[config.mk]
export PLATFORM = sky130hd
export DESIGN_NAME = wr_ptr_full_flat
export DESIGN_NICKNAME = d
export VERILOG_FILES = /design/src/rtl/wr_ptr_full_if.sv /design/src/rtl/wr_ptr_full.sv /design/src/flat_wrapper.sv
export SDC_FILE = /design/constraint.sdc
export NUM_CORES = 1
export LEC_CHECK = 0
export BUFFER_PORTS_ARGS = -buffer_cell sky130_fd_sc_hd__buf_2
export CELL_PAD_IN_SITES_DETAIL_PLACEMENT = 0
export CELL_PAD_IN_SITES_GLOBAL_PLACEMENT = 1
export CORE_UTILIZATION = 25
export DETAILED_ROUTE_END_ITERATION = 8
export PLACE_DENSITY_LB_ADDON = 0.1
export SYNTH_ARGS = -nofsm -noshare
export SYNTH_HDL_FRONTEND = slang
export SYNTH_SLANG_ARGS = --single-unit
[constraint.sdc]
create_clock -name wr_clk -period 2.3 [get_ports wr_clk]
set_input_delay 0.46 -clock wr_clk [delete_from_list [all_inputs] [get_ports wr_clk]]
set_output_delay 0.46 -clock wr_clk [all_outputs]
set_load 0.05 [all_outputs]
[src/rtl/wr_ptr_full_if.sv]
// Write-side bus of the asynchronous FIFO: the write request, the read
// pointer already synchronized into the write clock domain, and the
// pointer/flag outputs of wr_ptr_full.
interface wr_ptr_full_if #(
  parameter int ADDR_WIDTH = 6
);
  logic                  wr_en;
  logic [ADDR_WIDTH:0]   rd_sync_to_wr;
  logic                  ovf_clr;
  logic                  wr_mem_en;
  logic [ADDR_WIDTH-1:0] wr_addr;
  logic [ADDR_WIDTH:0]   wr_ptr;
  logic                  full;
  logic                  almost_full;
  logic [ADDR_WIDTH:0]   wr_level;
  logic                  overflow;

  // Producer side: issues writes and supplies the synchronized read pointer.
  modport master (
    output wr_en, rd_sync_to_wr, ovf_clr,
    input  wr_mem_en, wr_addr, wr_ptr, full, almost_full, wr_level, overflow
  );

  // Pointer/flag logic side.
  modport slave (
    input  wr_en, rd_sync_to_wr, ovf_clr,
    output wr_mem_en, wr_addr, wr_ptr, full, almost_full, wr_level, overflow
  );
endinterface

[src/rtl/wr_ptr_full.sv]
// Write-domain pointer and full-flag logic of the asynchronous FIFO.
// Keeps a binary and a Gray write pointer, drives the memory write strobe
// and address, and derives registered full / almost_full / fill level from
// the next-state pointer so flags change on the same edge as wr_ptr.
// Optional feature macro: WR_PTR_LEVEL_EN builds almost_full and wr_level
// (Gray-to-binary converter plus subtractor); without it both are tied to 0.
module wr_ptr_full #(
  parameter int ADDR_WIDTH   = 6,
  parameter int AFULL_THRESH = 60
) (
  input  logic          wr_clk,
  input  logic          wr_rst,
  wr_ptr_full_if.slave  bus
);

  localparam int AW = ADDR_WIDTH;
  localparam int PW = ADDR_WIDTH + 1;

  logic [AW:0] wr_bin_q,  wr_bin_d;
  logic [AW:0] wr_gray_q, wr_gray_d;
  logic        full_q,    full_d;
  logic        ovf_q,     ovf_d;
  logic        wr_accept;
  logic [AW:0] rd_full_cmp;

  // A write is accepted only when the FIFO is not already full.
  assign wr_accept = bus.wr_en & ~full_q;

  // Next-state pointers, full comparison and sticky overflow (set wins).
  always_comb begin
    wr_bin_d    = wr_bin_q + {{AW{1'b0}}, wr_accept};
    wr_gray_d   = (wr_bin_d >> 1) ^ wr_bin_d;
    // Full when the write pointer is one lap ahead: top two Gray bits
    // inverted relative to the read pointer, the rest equal.
    rd_full_cmp = {~bus.rd_sync_to_wr[AW:AW-1], bus.rd_sync_to_wr[AW-2:0]};
    full_d      = (wr_gray_d == rd_full_cmp);
    ovf_d       = (bus.wr_en & full_q) | (ovf_q & ~bus.ovf_clr);
  end

  // Pointer, full and overflow registers.
  always_ff @(posedge wr_clk) begin
    if (wr_rst) begin
      wr_bin_q  <= '0;
      wr_gray_q <= '0;
      full_q    <= 1'b0;
      ovf_q     <= 1'b0;
    end else begin
      wr_bin_q  <= wr_bin_d;
      wr_gray_q <= wr_gray_d;
      full_q    <= full_d;
      ovf_q     <= ovf_d;
    end
  end

  assign bus.wr_mem_en = wr_accept;
  assign bus.wr_addr   = wr_bin_q[AW-1:0];
  assign bus.wr_ptr    = wr_gray_q;
  assign bus.full      = full_q;
  assign bus.overflow  = ovf_q;

`ifdef WR_PTR_LEVEL_EN
  localparam logic [AW:0] AFULL_TH = PW'(AFULL_THRESH);

  // Gray-to-binary as an XOR prefix running from the MSB down.
  function automatic logic [AW:0] gray2bin(input logic [AW:0] g);
    logic [AW:0] b;
    b[AW] = g[AW];
    for (int i = AW - 1; i >= 0; i--) begin
      b[i] = b[i+1] ^ g[i];
    end
    return b;
  endfunction

  logic [AW:0] rd_bin_sync;
  logic [AW:0] level_q, level_d;
  logic        afull_q, afull_d;

  // Fill level from the next-state write pointer; modulo arithmetic
  // handles pointer wrap naturally.
  always_comb begin
    rd_bin_sync = gray2bin(bus.rd_sync_to_wr);
    level_d     = wr_bin_d - rd_bin_sync;
    afull_d     = (level_d >= AFULL_TH);
  end

  // Level and almost-full registers.
  always_ff @(posedge wr_clk) begin
    if (wr_rst) begin
      level_q <= '0;
      afull_q <= 1'b0;
    end else begin
      level_q <= level_d;
      afull_q <= afull_d;
    end
  end

  assign bus.almost_full = afull_q;
  assign bus.wr_level    = level_q;
`else
  assign bus.almost_full = 1'b0;
  assign bus.wr_level    = '0;
`endif

endmodule

[src/flat_wrapper.sv]
// flat-port wrapper written by rule: the top's interface ports become plain ports
module wr_ptr_full_flat 
#(
  parameter int ADDR_WIDTH   = 6,
  parameter int AFULL_THRESH = 60
)
  (wr_clk, wr_rst, bus_wr_en, bus_rd_sync_to_wr, bus_ovf_clr, bus_wr_mem_en, bus_wr_addr, bus_wr_ptr, bus_full, bus_almost_full, bus_wr_level, bus_overflow);
  wr_ptr_full_if #(.ADDR_WIDTH(ADDR_WIDTH)) bus_i ();
  input  logic wr_clk;
  input  logic wr_rst;
  input wire logic [$bits(bus_i.wr_en)-1:0] bus_wr_en;
  input wire logic [$bits(bus_i.rd_sync_to_wr)-1:0] bus_rd_sync_to_wr;
  input wire logic [$bits(bus_i.ovf_clr)-1:0] bus_ovf_clr;
  output wire logic [$bits(bus_i.wr_mem_en)-1:0] bus_wr_mem_en;
  output wire logic [$bits(bus_i.wr_addr)-1:0] bus_wr_addr;
  output wire logic [$bits(bus_i.wr_ptr)-1:0] bus_wr_ptr;
  output wire logic [$bits(bus_i.full)-1:0] bus_full;
  output wire logic [$bits(bus_i.almost_full)-1:0] bus_almost_full;
  output wire logic [$bits(bus_i.wr_level)-1:0] bus_wr_level;
  output wire logic [$bits(bus_i.overflow)-1:0] bus_overflow;
  assign bus_i.wr_en = bus_wr_en;
  assign bus_i.rd_sync_to_wr = bus_rd_sync_to_wr;
  assign bus_i.ovf_clr = bus_ovf_clr;
  assign bus_wr_mem_en = bus_i.wr_mem_en;
  assign bus_wr_addr = bus_i.wr_addr;
  assign bus_wr_ptr = bus_i.wr_ptr;
  assign bus_full = bus_i.full;
  assign bus_almost_full = bus_i.almost_full;
  assign bus_wr_level = bus_i.wr_level;
  assign bus_overflow = bus_i.overflow;
  wr_ptr_full #(.ADDR_WIDTH(ADDR_WIDTH), .AFULL_THRESH(AFULL_THRESH)) u_core (.wr_clk(wr_clk), .wr_rst(wr_rst), .bus(bus_i));
endmodule
; ---- After elaboration in Yosys (flattened, before gate mapping)
; Index checks and enable logic that the tools add are counted.
[word_totals]
reg_bits = 16
out_inout_bits = 24
[classes]
addsub = 1
eq_ne = 1
bitwise = 8
[ops]
columns = op, count
row1 = 7-bit by 1-bit adder with 7-bit output, 1
row2 = 7-bit equality test, 1
row3 = 6-bit by 7-bit XOR with 7-bit output, 1
row4 = 1-bit AND, 3
row5 = 1-bit NOT, 2
row6 = 2-bit NOT, 1
row7 = 1-bit bitwise OR, 1

; ---- Logic depth before layout (Yosys ltp)
; Gate-level depths: netlist (run 1).
[depth]
word_depth = 5
depth_mapped = 8

; ---- Worst setup path before layout (run 1)
; OpenSTA, ideal clock, no wires.
[synth_timing]
path_kind = register to register
start = register u_core.full_q (netlist: u_core.bus.full)
end = register u_core.full_q (netlist: u_core.bus.full)
setup_time_ns = 0.061
arrival_time_ns = 2.720
required_time_ns = 2.239
path_slack_ns = -0.481
stages_incl_launch_ff = 9
n_path_buf = 1
synth_period_minus_slack_ns = 2.781
cell_sequence = dfxtp_1 > nor2b_1 > ha_1 > buf_2 > nand3_1 > o21a_1 > or3_1 > mux2i_1 > and4_1
[synth_between]
elab_chain_len = 5
[synth_rtl]
columns = element, line
row1 = start: declaration, wr_ptr_full.sv:21  ; logic full_q, full_d;
row2 = start signal: assignment, wr_ptr_full.sv:50  ; full_q <= full_d;
row3 = 1-bit NOT, wr_ptr_full.sv:27  ; assign wr_accept = bus.wr_en & ~full_q;
row4 = 1-bit AND, wr_ptr_full.sv:27
row5 = named net bus_wr_mem_en, flat_wrapper.sv:14  ; output wire logic [$bits(bus_i.wr_mem_en)-1:0] bus_wr_mem_en;
row6 = 7-bit by 1-bit adder with 7-bit output, wr_ptr_full.sv:31  ; wr_bin_d = wr_bin_q + {{AW{1'b0}}, wr_accept};
row7 = 6-bit by 7-bit XOR with 7-bit output, wr_ptr_full.sv:32  ; wr_gray_d = (wr_bin_d >> 1) ^ wr_bin_d;
row8 = 7-bit equality test, wr_ptr_full.sv:36  ; full_d = (wr_gray_d == rd_full_cmp);
; The timed path passes the listed nets, and every way through them passes these cells.
; A chain may end at the register's enable or synchronous reset.

; ---- Worst setup path in the final report (run 1)
[layout_timing]
start = register u_core.full_q (netlist: u_core.bus.full)
end = register u_core.full_q (netlist: u_core.bus.full)
[layout_between]
elab_chain_len = 5
[layout_rtl]
columns = element, line
row1 = 1-bit NOT, wr_ptr_full.sv:27
row2 = 1-bit AND, wr_ptr_full.sv:27
row3 = 7-bit by 1-bit adder with 7-bit output, wr_ptr_full.sv:31
row4 = 6-bit by 7-bit XOR with 7-bit output, wr_ptr_full.sv:32
row5 = 7-bit equality test, wr_ptr_full.sv:36
; Every way passes these cells.

==> out/metrics.cfg, run 1 <==
[sta]
min_period_ns=2.00
period_share_pct=87.1
fin_worst_skew_ns=0.00397
slew_viol_final=0
fmax_mhz=499
tns_ns=0
hold_violations=0
setup_viol=0
rsz0062_at_grt=no

[global_routing]
grt_pass1_wl_um=2650
busiest_layer=met2
antenna_found_initial=0
grt_overflow=0
grt_pass1_vias=569
grtUsageMet1_pct=12.8
grt_util_met3_pct=2.13
grt_max_degree=16
grt_usage_pct=10.2
gr-usage-met2_pct=15.2

[detailed_routing]
dr_total_vias=647
drc=0
ant_nets=0
wirelength_um=1670
drtIter0Drc=13
first_pass_iters=4
via_per_inst=4.02
avgRoutedWirePerCell_um=10.3

[die]
die_w_um=60.4
ios=35
core_mm2=0.00315
die_area_mm2=0.00365
rows=20
initial_core_util_pct=27.1
die_h_um=60.4

[clock_tree]
hold_buffers=0
clock-sinks=15
cts_buffer_depth=2
htreeDepth=1
numCtsBuffers=3
cts_resized=0
clkSlewWorstSetupHoldPaths_ns=0.09
ctsRootBufferMaster=clkbuf_4
clk_latency_ns=0.28
cts_tree=yes
post_cts_buffers=0

[power]
p_int_uw=380
p_clk_share_pct=26.2
vdd_drop_max_mv=0.134
p_total_uw=575
switching_share_pct=33.8
p_leak_uw=0.000470
seq_power_share_pct=48.0
power.density_mw_per_mm2=566
p_switching_uw=194
p_comb_share_pct=25.8

[final_layout]
area_growth_pct=19.1
nets=131
drive_gt1_share_pct=28.2
n_antenna_cell=0
final_cells=161

[logic_synthesis]
ys_warn_count=0
synth_top_area_cell=dfxtp_1
yosysTopAreaCellShare_pct=35.2
yosys-top-cells-count=15 x dfxtp_1, 14 x nor2_1, 14 x xnor2_1
synth_area_um2=853
synth.most_common_cell=dfxtp_1
async_flop_share_pct=0
synth_cell_types=28
synth_edf_count=0
ys_ff_latch=15
synth_area_leaders=dfxtp_1 35%, xnor2_1 14%, xor2_1 7.2%
ys_seq_area_share_pct=35.2
avgSynthCellArea_um2=9.28
synth_cells=92
synth_ff_type=dfxtp_1

[worst_setup_path]
critical_path.top_delay_family=simple AND/OR/NAND/NOR gates
crit_buf_inv=0
crit_fanout=7
critical-path-max-stage-delay_ns=0.37
crit_path_cell_trace=nor2b_4 -> ha_1 -> nand3_1 -> o21a_1 -> or3_1 -> mux2i_1 -> and4_1
cp-end-kind=flop
cp_data_required_time_ns=2.53
path_class=reg2reg
start_kind=flop
cp_slowest_cell=or3_1
arrival_ns=2.23

[flow_run]
maxCapViolCount=0

[worst_hold_path]
hold_class=in2reg

[place]
gp_congestion=0.689
hpwl_um=1280
io_buffers=26
dpl.cell_count=157

[run_status]
outcome=complete, no violations

-- sequential cells by signal, summed over array words and instances, names as in the netlist --
| name | cells |
|---|---|
| u_core.bus.overflow | 1 |
| u_core.wr_bin_q | 6 |
| u_core.bus.wr_ptr | 7 |
| u_core.bus.full | 1 |
-- worst register-to-register path, delay by kind of cell (launching register included) --
kind	cells	cell delay (ns)
AOI/OAI and AO/OA	1	0.24
and+or+nand+nor	4	0.90
adders and majority gates	1	0.32
DFF	1	0.35
muxes	1	0.15
-- metrics by stage --
stage          cell area, um2  hold WS (ns)  worst slack [ns]  utilization (%)
2_1_floorplan             887         0.529            0.0300                -
3_3_place_gp              990         0.456            0.0920             31.4
3_5_place_dp              990         0.462            0.0558             31.4
6_report                 1020         0.431             0.297             32.2
5_1_grt                  1020         0.415             0.152             32.2
4_1_cts                  1020         0.421             0.267             32.2
-- path summary, 6_finish.rpt --
| kind | start | to | slack [ns] | cells after the start |
|---|---|---|---|---|
| setup / recovery | u_core.bus.full | u_core.bus.full | 0.30 | 7 |
| hold / removal | bus_ovf_clr | u_core.bus.overflow | 0.43 | 3 |
| setup reg to reg | u_core.bus.full | u_core.bus.full | 0.30 | 7 |
| hold reg to reg | u_core.bus.overflow | u_core.bus.overflow | 0.47 | 2 |
-- cell usage in the layout (no fill, tap or decap), drive strengths merged --
cell type  netlist  layout
or3              1       1
o21ai            2       2
dfxtp           15      15
a22oi            1       1
buf             12      27
nand4            2       2
conb             1       8
nor3             1       1
xor2             7       7
clkbuf           1       4
nand3            1       1
xnor2           14      14
nor4             1       1
nand2b           1       1
ha               2       2
nand2            4       4
xnor3            1       1
mux2             1       1
and4             1       1
o21a             1       1
a21oi            1       1
nor2b            3       3
nor2            14      14
mux2i            2       2
a32oi            1       1
inv              1       1
-- per-layer routing --
layer	vias to the layer above	wire (um)
met5	-	0
met4	0	33
met3	2	107
met2	26	741
met1	288	784
li1	331	-
-- area by class of cell --
| cell class | count | area, um2 |
|---|---|---|
| Clock buffer | 4 | 26.3 |
| Fill cell | 348 | 2140 |
| Inverter | 1 | 3.75 |
| Multi-Input combinational cell | 70 | 493 |
| Sequential cell | 15 | 300 |
| Tap cell | 44 | 55.1 |
| Timing Repair Buffer | 27 | 138 |
-- cells by family after synthesis --
group	count (synthesis)	share of synthesized area, %
AOI/OAI and AO/OA	6	6.16
xor gates and xnor gates	22	24.2
adders and majority gates	2	2.93
buffers and inverters	14	11.0
DFF	15	35.2
muxes	3	4.11
other	1	0.439
and+or+nand+nor	29	16.0
-- power by group through the flow --
| stage | Clock (uW) | Sequential, uW | Combinational [uW] |
|---|---|---|---|
| final | 151 | 276 | 148 |
| after global routing | 176 | 278 | 159 |
| after CTS | 162 | 276 | 150 |
| after detailed placement | 0 | 282 | 150 |
| after global placement | 0 | 282 | 151 |
| after floorplan | 0 | 311 | 103 |
No activity file was read; power rests on OpenSTA's default activity.
==> run 2: changes to the inputs <==
--- a/config.mk
+++ b/config.mk
@@ -8,9 +8,9 @@
 export BUFFER_PORTS_ARGS = -buffer_cell sky130_fd_sc_hd__buf_2
 export CELL_PAD_IN_SITES_DETAIL_PLACEMENT = 0
 export CELL_PAD_IN_SITES_GLOBAL_PLACEMENT = 1
-export CORE_UTILIZATION = 25
+export CORE_UTILIZATION = 34
 export DETAILED_ROUTE_END_ITERATION = 8
-export PLACE_DENSITY_LB_ADDON = 0.1
+export PLACE_DENSITY = 0.79
 export SYNTH_ARGS = -nofsm -noshare
 export SYNTH_HDL_FRONTEND = slang
 export SYNTH_SLANG_ARGS = --single-unit
==> out/metrics.cfg, run 2 (synthesis results as in run 1) <==
[die]
initial_core_util_pct=37.1  ; was 27.1%
core_mm2=0.00230  ; was 0.00315 mm2
die_w_um=52.1  ; was 60.4 um
rows=17  ; was 20
die_h_um=52.1  ; was 60.4 um
ios=35  ; unchanged
die_area_mm2=0.00271  ; was 0.00365 mm2

[sta]
fmax_mhz=502  ; was 499 MHz
slew_viol_final=0  ; unchanged
rsz0062_at_grt=no  ; unchanged
hold_violations=0  ; unchanged
setup_viol=0  ; unchanged
tns_ns=0  ; unchanged
fin_worst_skew_ns=0.0102  ; was 0.00397 ns
min_period_ns=1.99  ; was 2.00 ns
period_share_pct=86.7  ; was 87.1%

[detailed_routing]
first_pass_iters=3  ; was 4
drtIter0Drc=11  ; was 13
dr_total_vias=641  ; was 647
wirelength_um=1520  ; was 1670 um
drc=0  ; unchanged
via_per_inst=4.42  ; was 4.02
avgRoutedWirePerCell_um=10.5  ; was 10.3 um
ant_nets=0  ; unchanged

[worst_setup_path]
crit_fanout=7  ; unchanged
cp_slowest_cell=dfxtp_1  ; was or3_1
reg2reg_slack_ns=0.31  ; was 0.30 ns
r2r_cells=7  ; unchanged
cp_data_required_time_ns=2.54  ; was 2.53 ns
crit_buf_inv=0  ; unchanged
critPathLaunch=u_core.bus.full  ; unchanged
path_class=reg2reg  ; unchanged
start_kind=flop  ; unchanged
crit-reg2reg-launch=u_core.bus.full  ; unchanged
crit_end=u_core.bus.full  ; unchanged
critical-path-max-stage-delay_ns=0.36  ; was 0.37 ns
crit_path_cell_trace=nor2b_4 -> ha_1 -> nand3_1 -> o21a_1 -> or3_1 -> mux2i_1 -> and4_1  ; unchanged
r2r-end=u_core.bus.full  ; unchanged
path_depth=7  ; unchanged
arrival_ns=2.23  ; about the same
cp-end-kind=flop  ; unchanged
critical_path.top_delay_family=simple AND/OR/NAND/NOR gates  ; unchanged

[clock_tree]
clk_latency_ns=0.29  ; was 0.28 ns
numCtsBuffers=3  ; unchanged
cts_buffer_depth=2  ; unchanged
clock-sinks=15  ; unchanged
cts_resized=0  ; unchanged
clkSlewWorstSetupHoldPaths_ns=0.09  ; about the same
hold_buffers=0  ; unchanged
cts_tree=yes  ; unchanged
htreeDepth=1  ; unchanged
post_cts_buffers=0  ; unchanged
ctsRootBufferMaster=clkbuf_4  ; unchanged

[flow_run]
maxCapViolCount=0  ; unchanged

[final_layout]
mostFrequentLayoutCells=26 x buf_2, 15 x dfxtp_1, 14 x xnor2_1, 14 x nor2_1, 8 x conb_1  ; unchanged
area_growth_pct=16.9  ; was 19.1%
fin_area_um2=997  ; was 0.00102 mm2
largest_reg_flops=7  ; unchanged
drive_gt1_share_pct=29.1  ; was 28.2%
fillers=240  ; was 348
n_antenna_cell=0  ; unchanged
nets=131  ; unchanged
multi_input_area_um2=493  ; unchanged
ff_latch_area_um2=300  ; unchanged
layout_commonest_cell=buf_2  ; unchanged

[run_status]
outcome=complete, no violations  ; unchanged

[global_routing]
grt_max_degree=16  ; unchanged
grt_pass1_wl_um=2310  ; was 2650 um
antenna_found_initial=0  ; unchanged
grt_overflow=0  ; unchanged
grt_pass1_vias=518  ; was 569
grt_usage_pct=12.2  ; was 10.2%

[place]
placed_cell_area_um2=970  ; was 990 um2
gp_congestion=0.743  ; was 0.689
io_buffers=26  ; unchanged
hpwl_um=1190  ; was 1280 um

[worst_hold_path]
hold_class=in2reg  ; unchanged

[power]
power.density_mw_per_mm2=576  ; was 566 mW/mm2
p_leak_uw=0.000473  ; was 0.000470 uW
vdd_drop_max_mv=0.267  ; was 0.134 mV

run 2: metrics by stage:
| step | utilization [%] | cells | hold WS [ns] | setup slack, ns | total power [uW] |
|---|---|---|---|---|---|
| final | 43.4 | 145 | 0.438 | 0.307 | 574 |
| after global placement | 42.2 | 141 | 0.451 | 0.135 | 430 |
| after global routing | 43.4 | 145 | 0.420 | 0.175 | 605 |
| after CTS | 43.4 | 145 | 0.428 | 0.298 | 584 |
| after floorplan | - | 99 | 0.529 | 0.0300 | 414 |
| after detailed placement | 42.2 | 141 | 0.460 | 0.100 | 432 |
run 2: layout make-up:
type / count / area share, %
clock buffers: 3 / 2.26
clock inverters: 1 / 0.502
inverters: 1 / 0.376
multi-input cells: 70 / 49.4
flip-flops and latches: 15 / 30.1
well taps: 28 / 3.51
repair buffers: 27 / 13.8
run 2: layer usage:
| metal | routed length, um | global-route usage, % |
|---|---|---|
| met3 | 72 | 3.51 |
| met1 | 717 | 14.9 |
| met2 | 686 | 18.2 |
| met4 | 40 | 8.11 |
| met5 | 0 | 0 |
run 2: worst min-delay path by stage:
| stage | startpoint | to | slack [ns] | cells after the start |
|---|---|---|---|---|
| global placement | u_core.bus.overflow | u_core.bus.overflow | 0.45 | 2 |
| finish | bus_ovf_clr | u_core.bus.overflow | 0.44 | 3 |
| floorplan | wr_rst | u_core.bus.overflow | 0.53 | 1 |
| CTS | bus_ovf_clr | u_core.bus.overflow | 0.43 | 3 |
| global route | bus_ovf_clr | u_core.bus.overflow | 0.42 | 3 |
| detailed placement | u_core.bus.overflow | u_core.bus.overflow | 0.46 | 2 |
run 2: worst min-delay path: stages:
cell and delay (ns):
buf_2 0.07, nand2b_1 0.09, a21oi_1 0.05
run 2: power breakdown:
group	internal [uW]	switching, uW	leakage [uW]
clock	64.6	84.7	0.0000177
sequential	269	7.99	0.000122
combinational	44.8	103	0.000334
total	378	196	0.000473
==> run 3: changes to the inputs <==
--- a/config.mk
+++ b/config.mk
@@ -9,8 +9,10 @@
 export CELL_PAD_IN_SITES_DETAIL_PLACEMENT = 0
 export CELL_PAD_IN_SITES_GLOBAL_PLACEMENT = 1
 export CORE_UTILIZATION = 34
+export CTS_CLUSTER_SIZE = 8
 export DETAILED_ROUTE_END_ITERATION = 8
 export PLACE_DENSITY = 0.79
+export REMOVE_ABC_BUFFERS = 1
 export SYNTH_ARGS = -nofsm -noshare
 export SYNTH_HDL_FRONTEND = slang
 export SYNTH_SLANG_ARGS = --single-unit
==> out/metrics.cfg, run 3 (synthesis results as in run 1) <==
[detailed_routing]
first_pass_iters=4  ; was 3
drc=0  ; unchanged
ant_nets=0  ; unchanged
avgRoutedWirePerCell_um=10.4  ; was 10.5 um
via_per_inst=4.52  ; was 4.42
dr_total_vias=664  ; was 641
drtIter0Drc=3  ; was 11
wirelength_um=1530  ; was 1520 um

[final_layout]
largest_reg_flops=7  ; unchanged
drive_gt1_share_pct=28.6  ; was 29.1%
area_growth_pct=17.6  ; was 16.9%
nets=133  ; was 131
n_antenna_cell=0  ; unchanged
final_cells=147  ; was 145
layout_commonest_cell=buf_2  ; unchanged
mostFrequentLayoutCells=26 x buf_2, 15 x dfxtp_1, 14 x xnor2_1, 14 x nor2_1, 8 x conb_1  ; unchanged
utilization_pct=43.7  ; was 43.4%

[sta]
hold_violations=0  ; unchanged
tns_ns=0  ; unchanged
min_period_ns=1.90  ; was 1.99 ns
fin_worst_skew_ns=0.00369  ; was 0.0102 ns
slew_viol_final=0  ; unchanged
setup_viol=0  ; unchanged
fmax_mhz=525  ; was 502 MHz
rsz0062_at_grt=no  ; unchanged
period_share_pct=82.7  ; was 86.7%
timing.hold.ws_ns=0.422  ; was 0.438 ns

[global_routing]
grt_pass1_wl_um=2530  ; was 2310 um
grt_overflow=0  ; unchanged
grt_max_degree=16  ; unchanged
antenna_found_initial=0  ; unchanged
grt_pass1_vias=605  ; was 518
grt_usage_pct=13.6  ; was 12.2%

[power]
p_leak_uw=0.000474  ; was 0.000473 uW
power.density_mw_per_mm2=580  ; was 576 mW/mm2
p_switching_uw=201  ; was 196 uW
vdd_drop_max_mv=0.342  ; was 0.267 mV
seq_power_share_pct=47.4  ; was 48.2%
p_total_uw=582  ; was 574 uW
p_comb_share_pct=25.7  ; was 25.8%
switching_share_pct=34.5  ; was 34.2%
p_int_uw=381  ; was 378 uW
p_clk_share_pct=26.9  ; was 26.0%

[flow_run]
maxCapViolCount=0  ; unchanged

[clock_tree]
htreeDepth=1  ; unchanged
ctsRootBufferMaster=clkbuf_4  ; unchanged
clk_latency_ns=0.29  ; about the same
cts_tree=yes  ; unchanged
numCtsBuffers=3  ; unchanged
post_cts_buffers=0  ; unchanged
hold_buffers=0  ; unchanged
clock-sinks=15  ; unchanged
cts_buffer_depth=2  ; unchanged
clkSlewWorstSetupHoldPaths_ns=0.09  ; about the same
cts_resized=0  ; unchanged

[worst_setup_path]
cp_data_required_time_ns=2.54  ; about the same
critical-path-max-stage-delay_ns=0.36  ; about the same
cp-end-kind=flop  ; unchanged
cp_slowest_cell=ha_1  ; was dfxtp_1
start_kind=flop  ; unchanged
crit_path_cell_trace=nor2b_1 -> ha_1 -> nand3_1 -> o21a_1 -> or3_1 -> mux2i_1 -> and4_1  ; was nor2b_4 -> ha_1 -> nand3_1 -> o21a_1 -> or3_1 -> mux2i_1 -> and4_1
path_class=reg2reg  ; unchanged
arrival_ns=2.14  ; was 2.23 ns
crit_fanout=7  ; unchanged

[place]
io_buffers=26  ; unchanged
gp_congestion=0.751  ; was 0.743
hpwl_um=1160  ; was 1190 um
dpl.cell_count=143  ; was 141

[worst_hold_path]
hold_class=in2reg  ; unchanged

[die]
initial_core_util_pct=37.1  ; unchanged
ios=35  ; unchanged
core_mm2=0.00230  ; unchanged
die_h_um=52.1  ; unchanged
die_area_mm2=0.00271  ; unchanged
die_w_um=52.1  ; unchanged
rows=17  ; unchanged

[run_status]
outcome=complete, no violations  ; unchanged

[run 3: cell types whose count changed in the layout (fill, tap and decap cells not counted)]
cell      change
buf_4         +2
clkbuf_1      +1
clkinv_2      -1
nor2b_1       +1
nor2b_4       -1
[run 3: worst paths after layout]
path / end / slack, ns / cells past startpoint / start
setup / recovery: u_core.bus.full / 0.40 / 7 / u_core.bus.full
hold / removal: u_core.bus.overflow / 0.42 / 3 / bus_wr_en
setup reg to reg: u_core.bus.full / 0.40 / 7 / u_core.bus.full
hold reg to reg: u_core.bus.overflow / 0.47 / 2 / u_core.bus.overflow
[run 3: power by group through the flow]
stage / clock network, uW / logic (uW) / registers [uW]
6_report: 157 / 150 / 276
5_1_grt: 179 / 161 / 278
4_1_cts: 164 / 151 / 276
3_5_place_dp: 0 / 150 / 282
3_3_place_gp: 0 / 149 / 282
2_1_floorplan: 0 / 83.7 / 314
[run 3: critical path: cells and delay by family (launching register included)]
family,cells,cell delay (ns)
muxes,1,0.11
and+or+nand+nor,4,0.85
AOI/OAI and AO/OA,1,0.21
adders and majority gates,1,0.36
DFF,1,0.33
[run 3: layout make-up]
type | instances | area [um2]
clock buffer | 4 | 26.3
fill | 234 | 1290
inverter | 1 | 3.75
multi-input combinational | 70 | 485
sequential | 15 | 300
tap | 28 | 35.0
timing repair buffer | 29 | 153
[run 3: metal layers]
| layer | track usage [%] | share of wire [%] | up-vias |
|---|---|---|---|
| met3 | 2.92 | 6.6 | 5 |
| met2 | 23.1 | 47 | 33 |
| met4 | 12.2 | 3.5 | 0 |
| met5 | 0 | 0 | - |
| met1 | 13.8 | 42 | 291 |
| li1 | - | - | 335 |
[run 3: through the flow]
step / worst slack (ns) / instance area [um2]
3_3_place_gp: 0.157 / 977
6_report: 0.397 / 1000
3_5_place_dp: 0.143 / 977
4_1_cts: 0.376 / 1000
5_1_grt: 0.213 / 1000
2_1_floorplan: -0.544 / 790
